<file path="config.mk">
export PLATFORM = sky130hd
export DESIGN_NAME = key_matrix_emu
export DESIGN_NICKNAME = d
export VERILOG_FILES = /design/src/rtl/key_matrix_emu.sv
export SDC_FILE = /design/constraint.sdc
export NUM_CORES = 1
export LEC_CHECK = 0
export ABC_AREA = 1
export CORE_ASPECT_RATIO = 0.6
export CORE_MARGIN = 3
export CORE_UTILIZATION = 59
export CTS_CLUSTER_DIAMETER = 40
export CTS_CLUSTER_SIZE = 40
export DETAILED_ROUTE_END_ITERATION = 6
export PLACE_DENSITY = 0.84
export RECOVER_POWER = 100
export SYNTH_ARGS = -nofsm -noshare
export SYNTH_HDL_FRONTEND = slang
export SYNTH_SLANG_ARGS = --single-unit
</file>
<file path="constraint.sdc">
create_clock -name clk -period 3.3 [get_ports clk]
set_input_delay 0.33 -clock clk [delete_from_list [all_inputs] [get_ports clk]]
set_output_delay 0.33 -clock clk [all_outputs]
set_load 0.05 [all_outputs]
</file>
<file path="src/rtl/key_matrix_emu.sv">
// 4x4 keypad responder: turns press commands into column levels for a row scanner.
// Optional contact bounce emulation when KEY_BOUNCE_EN is defined.
module key_matrix_emu #(
  parameter int HOLD_W     = 16,
  parameter int GAP_CYC    = 32,
  parameter int BOUNCE_CYC = 8
) (
  input  logic              clk,
  input  logic              rst,
  input  logic [3:0]        kr_sel,
  output logic [3:0]        kc_sel,
  input  logic              cmd_valid,
  input  logic [3:0]        cmd_key,
  input  logic [HOLD_W-1:0] cmd_hold,
  output logic              cmd_ready,
  output logic              busy,
  output logic              done,
  output logic [7:0]        press_cnt
);

  typedef enum logic [1:0] {
    IDLE  = 2'd0,
    PRESS = 2'd1,
    GAP   = 2'd2
  } state_t;

  localparam logic [15:0] GAP_INIT = 16'(GAP_CYC);

  state_t            state;
  logic [3:0]        key;
  logic [HOLD_W-1:0] hold_cnt;
  logic [15:0]       gap_cnt;
  logic              contact;
  logic              accept;
  logic              last_press;

  assign cmd_ready  = (state == IDLE);
  assign busy       = (state != IDLE);
  assign accept     = cmd_ready && cmd_valid;
  assign last_press = (state == PRESS) && (hold_cnt == HOLD_W'(1));

  always_ff @(posedge clk) begin
    if (rst) begin
      state     <= IDLE;
      key       <= '0;
      hold_cnt  <= '0;
      gap_cnt   <= '0;
      done      <= 1'b0;
      press_cnt <= '0;
    end else begin
      done <= 1'b0;
      unique case (state)
        IDLE: begin
          if (cmd_valid) begin
            key      <= cmd_key;
            hold_cnt <= (cmd_hold == '0) ? HOLD_W'(1) : cmd_hold;
            state    <= PRESS;
          end
        end
        PRESS: begin
          if (hold_cnt == HOLD_W'(1)) begin
            state   <= GAP;
            gap_cnt <= GAP_INIT;
            done    <= (GAP_INIT == 16'd1);
          end else begin
            hold_cnt <= hold_cnt - HOLD_W'(1);
          end
        end
        GAP: begin
          // done is raised while the final gap cycle is showing
          if (gap_cnt == 16'd1) begin
            state     <= IDLE;
            press_cnt <= press_cnt + 8'd1;
          end else begin
            gap_cnt <= gap_cnt - 16'd1;
            done    <= (gap_cnt == 16'd2);
          end
        end
        default: state <= IDLE;
      endcase
    end
  end

`ifdef KEY_BOUNCE_EN
  logic [2:0]  lfsr;
  logic [15:0] bcnt;
  logic        win;

  assign win = (state != IDLE) && (bcnt < 16'(BOUNCE_CYC));

  always_ff @(posedge clk) begin
    if (rst || accept) begin
      lfsr <= 3'b101;
      bcnt <= '0;
    end else begin
      if (win)
        lfsr <= {lfsr[1:0], lfsr[2] ^ lfsr[1]};
      if (last_press)
        bcnt <= '0;
      else if (win)
        bcnt <= bcnt + 16'd1;
    end
  end

  always_comb begin
    contact = (state == PRESS);
    if (last_press)
      contact = 1'b1;
    else if (win)
      contact = lfsr[0];
  end
`else
  assign contact = (state == PRESS);
`endif

  always_comb begin
    kc_sel = 4'b1111;
    if (contact && !kr_sel[key[3:2]])
      kc_sel = ~(4'b0001 << key[1:0]);
  end

endmodule

</file>
# Word level (Yosys, flattened, before mapping)
# Cells that the tools add are included.
[word_totals] input_bits=27 register_bits=47 elab_cells=50 output_inout_bits=15
[op_classes] muxes=14 n_eq_ne=10 bitwise=2 n_shift=1 n_lt_le_gt_ge=1 reduce_logical=13 addsub=3
[ops] op="16-bit 2-to-1 mux" n=5
[ops] op="16-bit one-hot mux with 2 select lines" n=2
[ops] op="16-bit by 1-bit == test with 1-bit output (second input constant)" n=2
[ops] op="16-bit by 1-bit subtractor with 16-bit output (second input constant)" n=2
[ops] op="16-bit by 2-bit == test with 1-bit output (second input constant)" n=1
[ops] op="16-bit zero test" n=1
[ops] op="3-bit AND reduction" n=3
[ops] op="8-bit by 1-bit adder with 8-bit output (second input constant)" n=1
[ops] op="2-bit inequality test (second input constant)" n=4
[ops] op="2-bit 2-to-1 mux" n=3
[ops] op="2-bit one-hot mux with 3 select lines" n=1
[ops] op="2-bit nonzero test" n=3
[ops] op="4-bit 2-to-1 mux" n=1
[ops] op="4-bit NOT" n=1
[ops] op="2-bit AND reduction" n=2
[ops] op="1-bit by 2-bit << shifter with 4-bit output (first input constant)" n=1
[ops] op="2-bit by 3-bit < comparator with 1-bit output (second input constant)" n=1
[ops] op="3-bit OR reduction" n=1
[ops] op="1-bit binary-select mux with 2-bit select" n=1
[ops] op="2-bit by 1-bit == test with 1-bit output (second input constant)" n=1
[ops] op="2-bit == test (second input constant)" n=1
[ops] op="2-bit zero test" n=1
[ops] op="2-bit by 1-bit inequality test with 1-bit output (second input constant)" n=1
[ops] op="1-bit logical AND" n=1
[ops] op="3 further kinds" n=3

# Longest topological paths before layout
[logic_depth] ltp_word=5 depth_mapped=11

# Worst setup path after synthesis
# OpenSTA, ideal clock, no wires.
[synth_timing] kind="register to register" start="reg state[1]" end="reg hold_cnt[7]" period_less_slack_ps=1661 t_arrival_ps=1546 path_buffers=1 path_stages_with_launch=8 required_time_ps=3185 slack_ps=1639 cell_sequence="dfxtp_1 nor2_2 nand2_1 nand2_2 buf_6 nand2_1 a21oi_1 nor2_1"
[synth_via] elab_chain_len=3
[synth_lines] element="start: declaration" line="29" rtl="state_t state;"
[synth_lines] element="start signal: assignment" line="44" rtl="state <= IDLE;"
[synth_lines] element="start signal: assignment" line="57" rtl="state <= PRESS;"
[synth_lines] element="start signal: assignment" line="62" rtl="state <= GAP;"
[synth_lines] element="2-bit zero test (*)"
[synth_lines] element="net cmd_ready" line="15" rtl="output logic cmd_ready,"
[synth_lines] element="2-bit inequality test (no source line) / 2-bit nonzero test (equally long branches)"
[synth_lines] element="3-bit AND reduction (no source line)"
[synth_lines] element="end signal: assignment" line="56" rtl="hold_cnt <= (cmd_hold == '0) ? HOLD_W'(1) : cmd_hold;"
[synth_lines] element="end signal: assignment" line="66" rtl="hold_cnt <= hold_cnt - HOLD_W'(1);"
[synth_lines] element="end: declaration" line="31" rtl="logic [HOLD_W-1:0] hold_cnt;"
# Mark *: on every way through the listed nets, which the timed path passes. The rest lies on a longest branch.
# A chain may end at the register's enable or synchronous reset.

==> summary.md <==
| Metric | Value |
|---|---|
| Synth cell types | `32` |
| RSZ-0062 raised after global routing | `no` |
| Clock slew at reported path FFs | `80 ps` |
| Chip Width | `96.5 um` |
| Power Density | `405 mW/mm2` |
| Clk_lat worst skew | `290 ps` |
| Period Utilization, post-route | `78.6%` |
| Postcts setup bufs | `0` |
| Final Hold Vio Count | `0` |
| Worst setup margin | `705 ps` |
| Final setup fails | `0` |
| CTS root buf | `clkbuf_8` |
| Worst Hold Class | `reg -> reg` |
| Layout area overhead | `16.6%` |
| Post-CTS Resized | `0` |
| Worst EP required | `3490 ps` |
| CTS Buf Count | `5` |
| Cell Rows | `19` |
| Initial DRC count | `358` |
| Top cell by count, worst path | `inv_1` |
| Syn nets | `504` |
| Worst Skew | `7.60 ps` |
| Pins Over Slew Limit | `0` |
| DP Area | `0.00333 mm2` |
| CP Capture Type | `flop` |
| Post-DP HPWL | `5.84 mm` |
| Post-DRT Antenna Nets | `0` |
| Port-buffer cells | `41` |
| First-pass GRT wire length | `12.5 mm` |
| NumNets Final | `543` |
| Post-route cell area | `0.00338 mm2` |
| Initial Util | `62.2%` |
| DRC violations left | `0` |
| Yosys Warn Count | `0` |
| WS Path Type | `in -> reg` |
| CTS tree | `yes` |
| Least-Margin Pin Slew | `929 ps` |
| Share of cells above drive strength 1 | `5.10%` |
| Clock buffer depth | `2` |
| Status | `finished clean` |
| Crit-path max cell delay | `690 ps` |
| Crit path DAT | `2780 ps` |
| Total negative setup slack | `0 ps` |
| H-Tree Depth | `2` |
| Critical path fanouts, max | `23` |
| Worst path bufs/invs | `4` |
| Synthesized area per cell | `6.15 um2` |
| Slew margin rel. | `38.0%` |
| Overall die area | `0.00582 mm2` |
| Core footprint | `0.00466 mm2` |
| Fin crit period | `2590 ps` |
| Max Cap Viol | `0` |
| Largest net degree at the start of global routing | `24` |
| Total vias in the final route | `3,124` |
| Die Height | `60.3 um` |
| CP Launch Type | `input port` |
| Seq cells post-synth | `47` |
| Pre-CTS setup slack | `860 ps` |
| Detailed Routing Iterations Pass 1 | `5` |
| Num Clock Sinks | `47` |
| Wirelength, routed | `7.86 mm` |
| Number of vias per cell | `5.45` |
| WL/cell | `13.7 um` |
| Hold-fix buffers, CTS | `0` |
| Synth Instances | `471` |
| Maximum clock rate | `0.385 GHz` |
| Vias in the first global route | `2,658` |
| Placer congestion estimate | `0.871` |
| Cell at the slowest stage of the critical path | `clkbuf_1` |
| Pleak | `1.50 nW` |
| Initial antenna violation count | `0` |
| CP top delay family | `buffers and inverters` |
| Antenna cell count | `0` |
| Overflow after GRT | `0` |
| I/O pin total | `42` |
| Critical path cell sequence | `dlygate4sd3_1, clkbuf_1, inv_1, nand2_1, inv_1, o21ai_0, nor2_1` |
| Seq/Total Area, Yosys | `32.5%` |
| Worst VDD drop | `0.256 mV` |
| Total Routing Usage GR | `28.3%` |
| Netlist Area Pre-Place | `0.00290 mm2` |
[cell usage in the layout (no fill, tap or decap), types with 3 or more instances in the layout]
cell	netlist	routed
a21oi_1	29	30
nor3_1	3	3
xor2_1	4	4
nor2_2	8	4
inv_1	42	43
o21ai_0	21	29
clkbuf_8	0	6
clkdlybuf4s50_1	0	25
nand3b_1	4	4
ha_1	6	6
nor2_1	104	109
dlygate4sd3_1	0	16
nand2_1	117	119
o21ai_1	13	5
nand4_1	3	3
inv_2	5	4
dfxtp_1	47	47
nor2_4	4	3
nand3_1	34	34
nand2_2	5	4
[Yosys cell counts]
master / n / share of area [%]
and3_1: 1 / 0.22
nor4b_1: 1 / 0.30
nor2_2: 8 / 1.7
nand3_2: 1 / 0.35
nor2_1: 104 / 13
clkbuf_1: 6 / 0.78
o21ai_1: 13 / 2.2
o21ai_0: 21 / 3.6
nand2_4: 1 / 0.39
inv_1: 42 / 5.4
xnor2_1: 1 / 0.30
or2_2: 1 / 0.22
nand4_1: 3 / 0.65
inv_2: 5 / 0.65
dfxtp_1: 47 / 32
xor2_1: 4 / 1.2
buf_2: 1 / 0.17
a21oi_4: 1 / 0.56
buf_4: 1 / 0.26
nand2_1: 117 / 15
nand3b_1: 4 / 1.0
o31ai_1: 1 / 0.26
nand3_1: 34 / 5.9
o22ai_1: 1 / 0.22
a21oi_1: 29 / 5.0
ha_1: 6 / 2.6
a31oi_1: 1 / 0.22
a21oi_2: 1 / 0.30
nand2_2: 5 / 1.1
nor3_1: 3 / 0.52
nor2_4: 4 / 1.6
buf_6: 3 / 1.2
[metal layers]
| metal | wire length, um | track usage, % | part of all wire (%) |
|---|---|---|---|
| met1 | 3940 | 45.1 | 50 |
| met2 | 3010 | 38.5 | 38 |
| met4 | 29 | 3.99 | 0.37 |
| met3 | 876 | 6.79 | 11 |
| met5 | 0 | 0 | 0 |
[kinds of logic (layout without fill, tap and decap cells)]
group,Yosys count,count (layout),synth area share (%)
xor+xnor,5,5,1.51
flops,47,47,32.5
buf+inv,58,97,8.46
fa+ha+maj,6,6,2.59
compound gates,68,68,12.4
simple gates,287,287,42.5
[final cells by class]
class / instances / area, um2
Inverter: 47 / 176
Sequential cell: 47 / 941
Timing Repair Buffer: 43 / 422
Fill cell: 420 / 1280
Clock buffer: 6 / 82.6
Tap cell: 63 / 78.8
Multi-Input combinational cell: 366 / 1670
Clock inverter: 1 / 5.00
[sequential cells by signal, summed over array words and instances (netlist names)]
| register | cells |
|---|---|
| done | 1 |
| gap_cnt | 16 |
| press_cnt | 8 |
| key | 4 |
| hold_cnt | 16 |
| state | 2 |
[per-stage QoR]
step                utilization [%]  hold slack (ps)  total power, mW  instances
global placement               71.5              481             1.02        566
detailed placement             71.5              485             1.03        566
floorplan                         -              445            0.919        471
finish                         72.5              503             1.37        573
CTS                            73.4              500             1.37        573
global route                   72.5              536             1.45        573
[path summary, 6_finish.rpt]
path	to	cells after the start	slack, ps	startpoint
max reg2reg	gap_cnt[5]	8	710	hold_cnt[4]
max	gap_cnt[7]	7	710	rst
min reg2reg	hold_cnt[5]	2	500	hold_cnt[5]
min	hold_cnt[5]	2	500	hold_cnt[5]
[worst register-to-register path, cell delays in order (launching register included)]
cell,delay [ps]
dfxtp_1,350
nor2_1,300
nand2_1,140
nor2_1,270
nand3_2,130
nand2_1,590
inv_1,390
nand2_1,180
a21oi_1,90
[power breakdown]
group	internal (mW)	switching (mW)
clock	0.165	0.186
sequential	0.599	0.0362
combinational	0.133	0.248
total	0.897	0.470
Note: power is estimated with default switching activity, not from simulation.
